**src/rtl/fsm_interval_timer_pkg.sv**
```systemverilog
// ----------------------------------------------------------------------------
// fsm_timer_pkg
//
// Shared types and defaults for the traffic-light interval timer.
//
// Contents:
//   timerState_t    - timer FSM state (RUN counting, DONE both intervals hit)
//   DEF_PRESCALE    - clk cycles per tick (nominally 1 s at 50 MHz)
//   DEF_CNT_W       - width of the tick counter and length inputs
//   DEF_SHORT_TICKS - short interval used after reset
//   DEF_LONG_TICKS  - long interval used after reset
//   nonZeroLen()    - replaces a zero interval length with 1
// ----------------------------------------------------------------------------
package fsm_timer_pkg;

    typedef enum logic {
        RUN  = 1'b0,
        DONE = 1'b1
    } timerState_t;

    localparam int DEF_PRESCALE    = 50000000;
    localparam int DEF_CNT_W       = 8;
    localparam int DEF_SHORT_TICKS = 5;
    localparam int DEF_LONG_TICKS  = 25;

    // A zero-length interval would mean "elapsed before it started"; treat it
    // as the shortest real interval instead. Lengths are passed zero-extended
    // to 32 bits so one function serves any counter width up to 32.
    function automatic logic [31:0] nonZeroLen(input logic [31:0] len);
        return (len == 32'd0) ? 32'd1 : len;
    endfunction

endpackage

```
**src/rtl/fsm_interval_timer_tick_gen.sv**
```systemverilog
// ----------------------------------------------------------------------------
// tick_gen
//
// Prescaler for the interval timer. Counts clk cycles while enabled and emits
// a single-cycle tick in the cycle where the prescaler holds PRESCALE-1, so the
// parent counter advances on the same edge at which the prescaler wraps.
//
// Parameters:
//   PRESCALE - clk cycles per tick, minimum 1 (1 => tick every enabled cycle)
//
// Ports:
//   clk   in  system clock, rising edge
//   rst_n in  asynchronous active-low reset
//   clr   in  synchronous clear (start timer); wins over en
//   en    in  count enable (timer running and not held)
//   tick  out one-cycle pulse, combinational from the prescaler register
// ----------------------------------------------------------------------------
module tick_gen
    import fsm_timer_pkg::*;
#(
    parameter int PRESCALE = DEF_PRESCALE
) (
    input  logic clk,
    input  logic rst_n,
    input  logic clr,
    input  logic en,
    output logic tick
);

    // A width of at least one bit keeps PRESCALE=1 legal; the register then
    // sits at 0 permanently and every enabled cycle is a tick.
    localparam int PW = (PRESCALE > 1) ? $clog2(PRESCALE) : 1;
    localparam logic [PW-1:0] LAST = PW'(PRESCALE - 1);

    logic [PW-1:0] preCnt;

    assign tick = en && !clr && (preCnt == LAST);

    always_ff @(posedge clk or negedge rst_n) begin
        if (!rst_n) begin
            preCnt <= '0;
        end else if (clr) begin
            preCnt <= '0;
        end else if (en) begin
            if (preCnt == LAST) begin
                preCnt <= '0;
            end else begin
                preCnt <= preCnt + PW'(1);
            end
        end
    end

endmodule

```
**src/rtl/fsm_interval_timer.sv**
```systemverilog
// ----------------------------------------------------------------------------
// fsm_interval_timer
//
// Interval timer on the far side of the traffic-light controller's timer
// handshake. The controller pulses ST on every light change; this block
// latches the short/long lengths, counts prescaled ticks and raises TS / TL
// when each interval has elapsed. TS and TL stay high until the next ST.
//
// Handshake: ST is a level sampled on every clk edge and acts as a
// synchronous clear-and-restart that overrides everything else (including
// hold). TS/TL are sticky status flags, not pulses; the controller may sample
// them whenever it likes. TL always implies TS.
//
// Optional feature (macro FSM_TIMER_HOLD_EN): adds input 'hold'. hold=1 with
// ST=0 freezes prescaler and count and leaves TS, TL and state untouched
// (emergency / all-red override). Without the macro the port does not exist.
//
// Parameters:
//   PRESCALE  - clk cycles per tick (>= 1)
//   CNT_W     - tick counter / length width (<= 32)
//   DEF_SHORT - short length in ticks after reset
//   DEF_LONG  - long length in ticks after reset
//
// Ports:
//   clk       in   system clock, rising edge
//   rst_n     in   asynchronous active-low reset
//   ST        in   start/restart timer
//   short_i   in   short length in ticks, sampled when ST=1 (0 => 1)
//   long_i    in   long length in ticks, sampled when ST=1 (0 => 1)
//   hold      in   freeze counting (only with FSM_TIMER_HOLD_EN)
//   TS        out  short interval elapsed (sticky)
//   TL        out  long interval elapsed (sticky)
//   busy      out  high while in RUN
//   elapsed_o out  ticks counted since last ST (saturating)
//   stateDbg  out  current FSM state, for observation
// ----------------------------------------------------------------------------
module fsm_interval_timer
    import fsm_timer_pkg::*;
#(
    parameter int PRESCALE  = DEF_PRESCALE,
    parameter int CNT_W     = DEF_CNT_W,
    parameter int DEF_SHORT = DEF_SHORT_TICKS,
    parameter int DEF_LONG  = DEF_LONG_TICKS
) (
    input  logic             clk,
    input  logic             rst_n,
    input  logic             ST,
    input  logic [CNT_W-1:0] short_i,
    input  logic [CNT_W-1:0] long_i,
`ifdef FSM_TIMER_HOLD_EN
    input  logic             hold,
`endif
    output logic             TS,
    output logic             TL,
    output logic             busy,
    output logic [CNT_W-1:0] elapsed_o,
    output timerState_t      stateDbg
);

    localparam logic [CNT_W-1:0] CNT_MAX = '1;

    timerState_t      state;
    logic [CNT_W-1:0] count;
    logic [CNT_W-1:0] shortLen;
    logic [CNT_W-1:0] longLen;
    logic [CNT_W-1:0] countNext;
    logic             freeze;
    logic             tickEn;
    logic             tick;
    logic             reachShort;
    logic             reachLong;

`ifdef FSM_TIMER_HOLD_EN
    assign freeze = hold;
`else
    assign freeze = 1'b0;
`endif

    // Once TL is up the interval is over; stop the prescaler so it holds
    // its value through the transition to DONE.
    assign tickEn = (state == RUN) && !freeze && !TL;

    tick_gen #(
        .PRESCALE(PRESCALE)
    ) u_tickGen (
        .clk  (clk),
        .rst_n(rst_n),
        .clr  (ST),
        .en   (tickEn),
        .tick (tick)
    );

    // Saturating increment; the flags compare against the post-increment
    // value so they rise on the very edge the count reaches the length.
    assign countNext  = (tick && (count != CNT_MAX)) ? count + CNT_W'(1) : count;
    assign reachShort = (countNext >= shortLen);
    assign reachLong  = (countNext >= longLen);

    assign elapsed_o = count;
    assign stateDbg  = state;

    always_ff @(posedge clk or negedge rst_n) begin
        if (!rst_n) begin
            state    <= RUN;
            count    <= '0;
            TS       <= 1'b0;
            TL       <= 1'b0;
            busy     <= 1'b1;
            shortLen <= CNT_W'(DEF_SHORT);
            longLen  <= CNT_W'(DEF_LONG);
        end else if (ST) begin
            state    <= RUN;
            count    <= '0;
            TS       <= 1'b0;
            TL       <= 1'b0;
            busy     <= 1'b1;
            shortLen <= CNT_W'(nonZeroLen(32'(short_i)));
            longLen  <= CNT_W'(nonZeroLen(32'(long_i)));
        end else begin
            case (state)
                RUN: begin
                    if (!freeze) begin
                        count <= countNext;
                        // TL drags TS with it when long_len <= short_len.
                        if (reachLong) begin
                            TL <= 1'b1;
                            TS <= 1'b1;
                        end else if (reachShort) begin
                            TS <= 1'b1;
                        end
                        if (TS && TL) begin
                            state <= DONE;
                            busy  <= 1'b0;
                        end
                    end
                end
                DONE: begin
                    // Everything frozen until the next ST.
                    busy <= 1'b0;
                end
                default: begin
                    state <= RUN;
                    busy  <= 1'b1;
                end
            endcase
        end
    end

endmodule

```
**config.mk**
```make
export PLATFORM = sky130hd
export DESIGN_NAME = fsm_interval_timer
export DESIGN_NICKNAME = d
export VERILOG_FILES = /design/src/rtl/fsm_interval_timer_pkg.sv /design/src/rtl/fsm_interval_timer_tick_gen.sv /design/src/rtl/fsm_interval_timer.sv
export SDC_FILE = /design/constraint.sdc
export NUM_CORES = 1
export LEC_CHECK = 0
export ABC_AREA = 1
export ABC_CLOCK_PERIOD_IN_PS = 2400
export CORE_UTILIZATION = 31
export CTS_BUF_LIST = sky130_fd_sc_hd__clkbuf_8
export DETAILED_ROUTE_END_ITERATION = 10
export DONT_BUFFER_PORTS = 1
export SLEW_MARGIN = 20
export SYNTH_ARGS = -nofsm -noshare
export SYNTH_HDL_FRONTEND = slang
export SYNTH_HIERARCHICAL = 1
export SYNTH_SLANG_ARGS = --single-unit
```
**constraint.sdc**
```tcl
create_clock -name clk -period 2.4 [get_ports clk]
set_input_delay 0.24 -clock clk [delete_from_list [all_inputs] [get_ports clk]]
set_output_delay 0.24 -clock clk [all_outputs]
set_load 0.05 [all_outputs]
```
==> summary.md, run 1 <==
| Metric | Value |
|---|---|
| Status | finished, final reports clean |
| Peak Freq | between 400 and 500 MHz |
| Combinational share of power | between 10% and 20% |
| Slew Limit Fails | 0 |
| Post-route ant nets | 0 |
| Vias in the first global route | around 3200 |
| RSZ-0062 raised after global routing | true |
| Final wirelength | 8590 um |
| Worst Hold Depth | 1 |
| Net switching power | a little under 500 uW |
| CTS Buf Count | 5 |
| CTS tree | built |
| Cells after synthesis | approximately 460 |
| CTS sink count | 54 |
| Max_cap viols | 0 |
| Synthesized flop and latch total | between 50 and 60 |
| Fillers | 1146 |
| DP Wirelength | approximately 6000 um |
| Clock Skew | ~0.011 ns |
| Mean number of vias per cell | roughly 4.8 |
| Root cell of the clock tree | clkbuf_8 |
| Number of enable flip-flop cells after synthesis | 0 |
| CP cell instances | inv_2, nor2_1, nand2_1, nor2_1, nand2_1, nor2_4, inv_2, nor2_4, nand2_4, nand2_2, a21boi_4, ha_1, nand2_1, inv_1, nor2_1, o21a_1, nand2_1, nand2_1, nand3_1 |
| Area growth, synth to finish | 24.1% |
| Cell Area, Synth | 3560 sq um |
| Later-pin clock latency in the skew report | between 0.3 and 0.4 ns |
| Footprint of the multi-input gates | slightly above 2000 sq um |
| Slowest stage delay, CP | between 0.3 and 0.4 ns |
| Iter 0 DRT Violations | 112 |
| Place WS | -0.117 ns |
| Period utilisation layout | just under 100% |
| Clock-pin slew on the worst setup and hold paths | roughly 0.11 ns |
| Top FF cell, synth | dfrtp_1 |
| Fraction of layout cells with a size suffix above 1 | between 20% and 30% |
| P_int | between 1000 and 1500 uW |
| DR WL/cell | around 13 um |
| Slowest CP cell | dfrtp_1 |
| IO buf count | 0 |
| # DRC | 0 |
| Routed vias | roughly 3200 |
| Hold crit path type | in -> reg |
| Reg power frac | a little under three fifths |
| Height of the die | about 110 um |
| H-tree depth | 2 |
| Global-route wire length before repair | about 15000 um |
| Tmin final | about 2.4 ns |
| CTS max path bufs | 2 |
| Final number of hold-violating endpoints | 0 |
| Die W | roughly 110 um |
| Post-synth top area share | 33.7% |
| Slew HR | between 50% and 60% |
| Data arrival, critical path | 2.58 ns |
| Worst slew pin tran | between 0.6 and 0.7 ns |
| Crit-path max FO | 4 |
| Reg2Reg Depth | 19 |
| Cell mode on critical path | nand2_1 |
| Fin nets | approximately 560 |
| Synth unique cells | 39 |
| Placed cell areas | a little over 4000 sq um |
| Synth area leaders | dfrtp_1 (34%), nand2_1 (14%), ha_1 (6.3%) |
| FF-to-FF setup slack | around 0.045 ns |
| Async SR Flop Fraction | between 90% and 100% |
| Worst vdd ir | between 0.2 and 0.25 mV |
| Final worst slack | around 0.045 ns |
| Syn nets | between 500 and 600 |
| Gpl congestion | 0.836 |
| Sequential cell area | 1360 sq um |
| IO Count | 31 |
| GRT Residual Overflow | 0 |
| Initial Util | roughly 32% |
| Largest area contributor in the netlist | dfrtp_1 |
| Final Instance Area | around 4400 sq um |
| Clock power frac | about a third |
| Final setup fails | 0 |
| Crit Path Category | reg -> reg |
| Rows | 38 |
| Core area | ~11000 sq um |
| Area of the die | 11900 sq um |
| Antenna cells | 0 |
| TritonRoute pass-1 iters | 4 |
| Nature of the critical path startpoint | register |
| Sw Share | between 20 and 30% |
| Register area share after synthesis | about two fifths |
| Leakage Power | roughly 0.0021 uW |
| Syn_area_per_cell | ~7.7 sq um |
| Finished Core Util | 40.1% |
| Yosys warnings | 6 |
| Worst Setup End Kind | register |
| Most common library cells after synthesis | nand2_1 (135), inv_1 (56), dfrtp_1 (48) |
| Worst path required time | 2.62 ns |
| Initial antenna violation count | 0 |
| Largest net degree at the start of global routing | 55 |
| Most common cell in the netlist | nand2_1 |
| Gr usage total | between 10% and 20% |
| Pwr Density | between 300 and 400 nW/um^2 |
sequential cells by signal, indices dropped and copies added, names as in the netlist:
register,flops
stateDbg,1
TS,1
elapsed_o,8
busy,1
TL,1
u_tickGen/preCnt,26
longLen,8
shortLen,8
final timing paths:
| path | from | end |
|---|---|---|
| worst min-delay path | ST | longLen[1] |
| worst max-delay path | u_tickGen/preCnt[17] | TS |
| max in group asynchronous | rst_n | longLen[4] |
| min in group asynchronous | rst_n | u_tickGen/preCnt[24] |
| worst min register to register | shortLen[0] | shortLen[0] |
| worst max register to register | u_tickGen/preCnt[17] | TS |
metal layers:
metal | GRT usage (%) | wire (um) | up-vias
met5 | 0 | 0 | -
met1 | 18.5 | 3780 | 1505
met2 | 27.8 | 4180 | 61
li1 | - | - | 1604
met3 | 3.89 | 407 | 20
met4 | 5.71 | 216 | 0
kinds of logic (layout without fill, tap and decap cells):
family	Yosys count	count (layout)	synth area share [%]
compound gates	65	65	11.5
xor+xnor	16	16	3.93
fa+ha+maj	18	18	6.32
buf+inv	72	135	9.02
flops	54	54	38.1
simple gates	239	239	31.1
area by class of cell:
| class | instances | share of cell area (%) |
|---|---|---|
| repair buffers | 63 | 11.6 |
| clock buffers | 5 | 1.56 |
| clock inverters | 3 | 0.538 |
| inverters | 63 | 5.52 |
| repair inverters | 1 | 0.141 |
| well taps | 140 | 3.96 |
| flip-flops and latches | 54 | 30.8 |
| multi-input cells | 338 | 45.8 |
worst max-delay path: cells and delay by family (launching register included):
family	cells	cell delay, ns
AND/OR/NAND/NOR	13	1.15
flip-flops	1	0.39
AO/OA/AOI/OAI	2	0.32
adder cells (fa/ha/maj)	1	0.26
buffers and inverters	3	0.13
layout by cell type (no fill, tap or decap), drive strengths merged:
cell / count
nand2: 145
inv: 65
buf: 56
nor2: 49
dfrtp: 48
o21ai: 36
nand3: 29
ha: 18
a21oi: 12
xor2: 11
dlygate4sd3: 7
nand4: 6
dfstp: 6
xnor2: 5
clkbuf: 5
o22ai: 5
o21a: 5
nor3: 4
o211ai: 3
or2: 2
nor4: 2
clkinvlp: 2
a31oi: 2
a21boi: 2
and2: 1
nand3b: 1
per-stage QoR:
| step | total power, uW | instances | setup TNS (ns) | hold slack, ns |
|---|---|---|---|---|
| final | 1720 | 667 | 0 | 0.0272 |
| after global routing | 1800 | 667 | -0.361 | 0.00946 |
| after CTS | 1720 | 663 | 0 | 0.000612 |
| after detailed placement | 1130 | 645 | -0.222 | -0.0534 |
| after global placement | 1120 | 645 | -0.133 | -0.0538 |
| after floorplan | 1090 | 464 | 0 | -0.0556 |
power groups by stage:
stage               clock network [uW]  logic [uW]  registers, uW
floorplan                            0         111            983
global placement                     0         140            981
detailed placement                   0         146            981
CTS                                578         178            964
finish                             556         197            965
global route                       610         224            969
timing repair:
item | 4_1_cts | 5_1_grt
endpoints found under the setup margin | 2 | 2
cloned | 1 | 0
hold endpoints to repair | 57 | 5
buffers inserted | 5 | 0
hold buffers | 4 | 4
pin swaps | 3 | 9
gates resized for setup | 4 | 20
Power figures use the tool's default switching activity.
==> run 2: changes to the inputs <==
==> constraint.sdc (replaced) <==
create_clock -name clk -period 2.4 [get_ports clk]
set_input_delay 0.24 -clock clk [delete_from_list [all_inputs] [get_ports clk]]
set_output_delay 0.24 -clock clk [all_outputs]
set_load 0.02 [all_outputs]
==> summary.md, run 2 (same netlist as run 1, synthesis figures left out) <==
| Metric | Value |
|---|---|
| Fillers | between 1000 and 1500 |
| Reg with most FFs | u_tickGen/preCnt |
| Final wirelength | between 8000 and 9000 um |
| Slowest CP cell | dfrtp_1 |
| Pwr Density | 391 nW/um^2 |
| Largest delay contributor family on the critical path | simple AND/OR/NAND/NOR gates |
| Global-route wire length before repair | approximately 15000 um |
| Data arrival, critical path | ~2.7 ns |
| Gr usage total | between 10% and 20% |
| Max_cap viols | 0 |
| Crit-path max FO | 4 |
| Non-Filler Instances | 667 |
| CTS tree | built |
| Clock-pin slew on the worst setup and hold paths | 0.11 ns |
| Finished Core Util | approximately two fifths |
| GRT Residual Overflow | 0 |
| Slowest stage delay, CP | around 0.42 ns |
| Peak Freq | just over 400 MHz |
| Cell mode on critical path | nor2_4 |
| Commonest non-fill, non-tap cell in the layout | nand2_1 |
| WL met1 | approximately 3900 um |
| Root cell of the clock tree | clkbuf_8 |
| Fin nets | about 560 |
| Gpl congestion | around 0.83 |
| Inst Count DP | between 600 and 700 |
| CP bufs+invs | 2 |
| Slew HR | 53.0% |
| Worst slew pin tran | 0.703 ns |
| Leakage Power | 0.00215 uW |
| # DRC | 0 |
| Worst path required time | 2.63 ns |
| Mean number of vias per cell | 4.72 |
| Antenna cells | 0 |
| Tmin final | roughly 2.4 ns |
| Commonest cells after routing, fill and taps aside | nand2_1 (129), buf_4 (55), inv_1 (54) |
| Failing checks | negative setup slack |
| Slew Limit Fails | 0 |
| CTS max path bufs | 2 |
| Final number of hold-violating endpoints | 0 |
| Hold crit path type | in -> reg |
| RSZ-0062 raised after global routing | true |
| Core area | around 11000 sq um |
| Highest Signal Layer | met4 |
| Status | complete, but fails checks |
| Crit Path Category | reg -> reg |
| H-tree depth | 2 |
| Iter 0 DRT Violations | between 150 and 200 |
| IO Count | 31 |
| Rows | 38 |
| FF-to-FF setup slack | -0.03 ns |
| Initial antenna violation count | 0 |
| CTS Buf Count | 5 |
| Area of the die | around 12000 sq um |
| Clock Skew | approximately 0.0091 ns |
| IO buf count | 0 |
| Later-pin clock latency in the skew report | ~0.33 ns |
| CTS sink count | 54 |
| Nature of the critical path startpoint | register |
| Area growth, synth to finish | 24.5% |
| Die W | about 110 um |
| Post-route ant nets | 0 |
| Final worst slack | -0.0265 ns |
| Metal2 WL | 4270 um |
| TritonRoute pass-1 iters | 4 |
| Height of the die | ~110 um |
| Vias in the first global route | around 3200 |
| Initial Util | ~32% |
| Fraction of layout cells with a size suffix above 1 | 26.2% |
| Worst Setup End Kind | register |
| Worst vdd ir | 0.333 mV |
| Met3 WL post-DR | 475 um |
| CP cell instances | ha_4, nand2_4, nor2_4, nand3_2, nor2_4, inv_2, nor2_4, nand2_4, nand2_2, a21boi_4, ha_4, nand2_2, inv_2, nor2_2, o21a_1, nand2_1, nand2_1, nand3_1 |
| Period utilisation layout | 101% |
| Final setup fails | 2 |
| DP Wirelength | around 6200 um |
| Routed vias | between 3000 and 4000 |
| Setup TNS | -0.0415 ns |
| DR WL/cell | roughly 13 um |
| Max FFs per register | 26 |
| Largest net degree at the start of global routing | 55 |
==> run 2: final cells by class <==
type	instances	area [sq um]	share of cell area, %
Clock buffer	5	68.8	1.55
Clock inverter	3	28.8	0.648
Inverter	63	244	5.50
Multi-Input combinational cell	338	2040	46.1
Sequential cell	54	1360	30.6
Tap cell	140	175	3.95
Timing Repair Buffer	63	512	11.5
Timing Repair inverter	1	6.26	0.141
==> run 2: per-layer routing <==
layer / vias up / global-route usage [%]
met5: - / 0
met4: 0 / 4.48
met3: 12 / 4.36
met2: 63 / 27.6
met1: 1473 / 18.7
li1: 1600 / -
==> run 2: worst reg2reg max path, delay by kind of cell, from the launching register on <==
family / cells / cell delay, ns
AND/OR/NAND/NOR: 12 / 1.06
flip-flops: 1 / 0.42
adder cells (fa/ha/maj): 2 / 0.39
AO/OA/AOI/OAI: 2 / 0.36
buffers and inverters: 2 / 0.09
==> run 2: path summary, 6_finish.rpt <==
| check | cells after the start | endpoint | from |
|---|---|---|---|
| setup / recovery | 18 | TS | u_tickGen/preCnt[0] |
| hold / removal | 1 | longLen[7] | ST |
| setup reg to reg | 18 | TS | u_tickGen/preCnt[0] |
| hold reg to reg | 2 | shortLen[2] | shortLen[2] |
| max in group asynchronous | 2 | longLen[0] | rst_n |
| min in group asynchronous | 2 | u_tickGen/preCnt[5] | rst_n |
==> run 2: report_power, final <==
part / leakage (uW) / internal [uW] / switching, uW
clock network: 0.0000502 / 217 / 356
logic: 0.00139 / 80.8 / 116
registers: 0.000711 / 946 / 16.6
==> run 2: what timing repair did <==
item | 4_1_cts | 5_1_grt
gates resized for setup | 6 | 24
endpoints found under the hold margin | 62 | 1
cloned | 0 | 1
endpoints found under the setup margin | 2 | 2
pin swaps | 1 | 22
buffers inserted | 6 | 3
hold buffers | 6 | 1
==> run 2: through the flow <==
| stage | hold slack, ns | setup WS [ns] | cell area [sq um] | power [uW] |
|---|---|---|---|---|
| 6_report | 0.0222 | -0.0265 | 4440 | 1730 |
| 5_1_grt | 0.00227 | -0.236 | 4440 | 1830 |
| 4_1_cts | 0.000122 | 0.00131 | 4270 | 1740 |
| 3_5_place_dp | -0.0535 | -0.0505 | 4030 | 1120 |
| 3_3_place_gp | -0.0540 | -0.0571 | 4030 | 1110 |
| 2_1_floorplan | -0.0556 | 0.0268 | 3590 | 1090 |
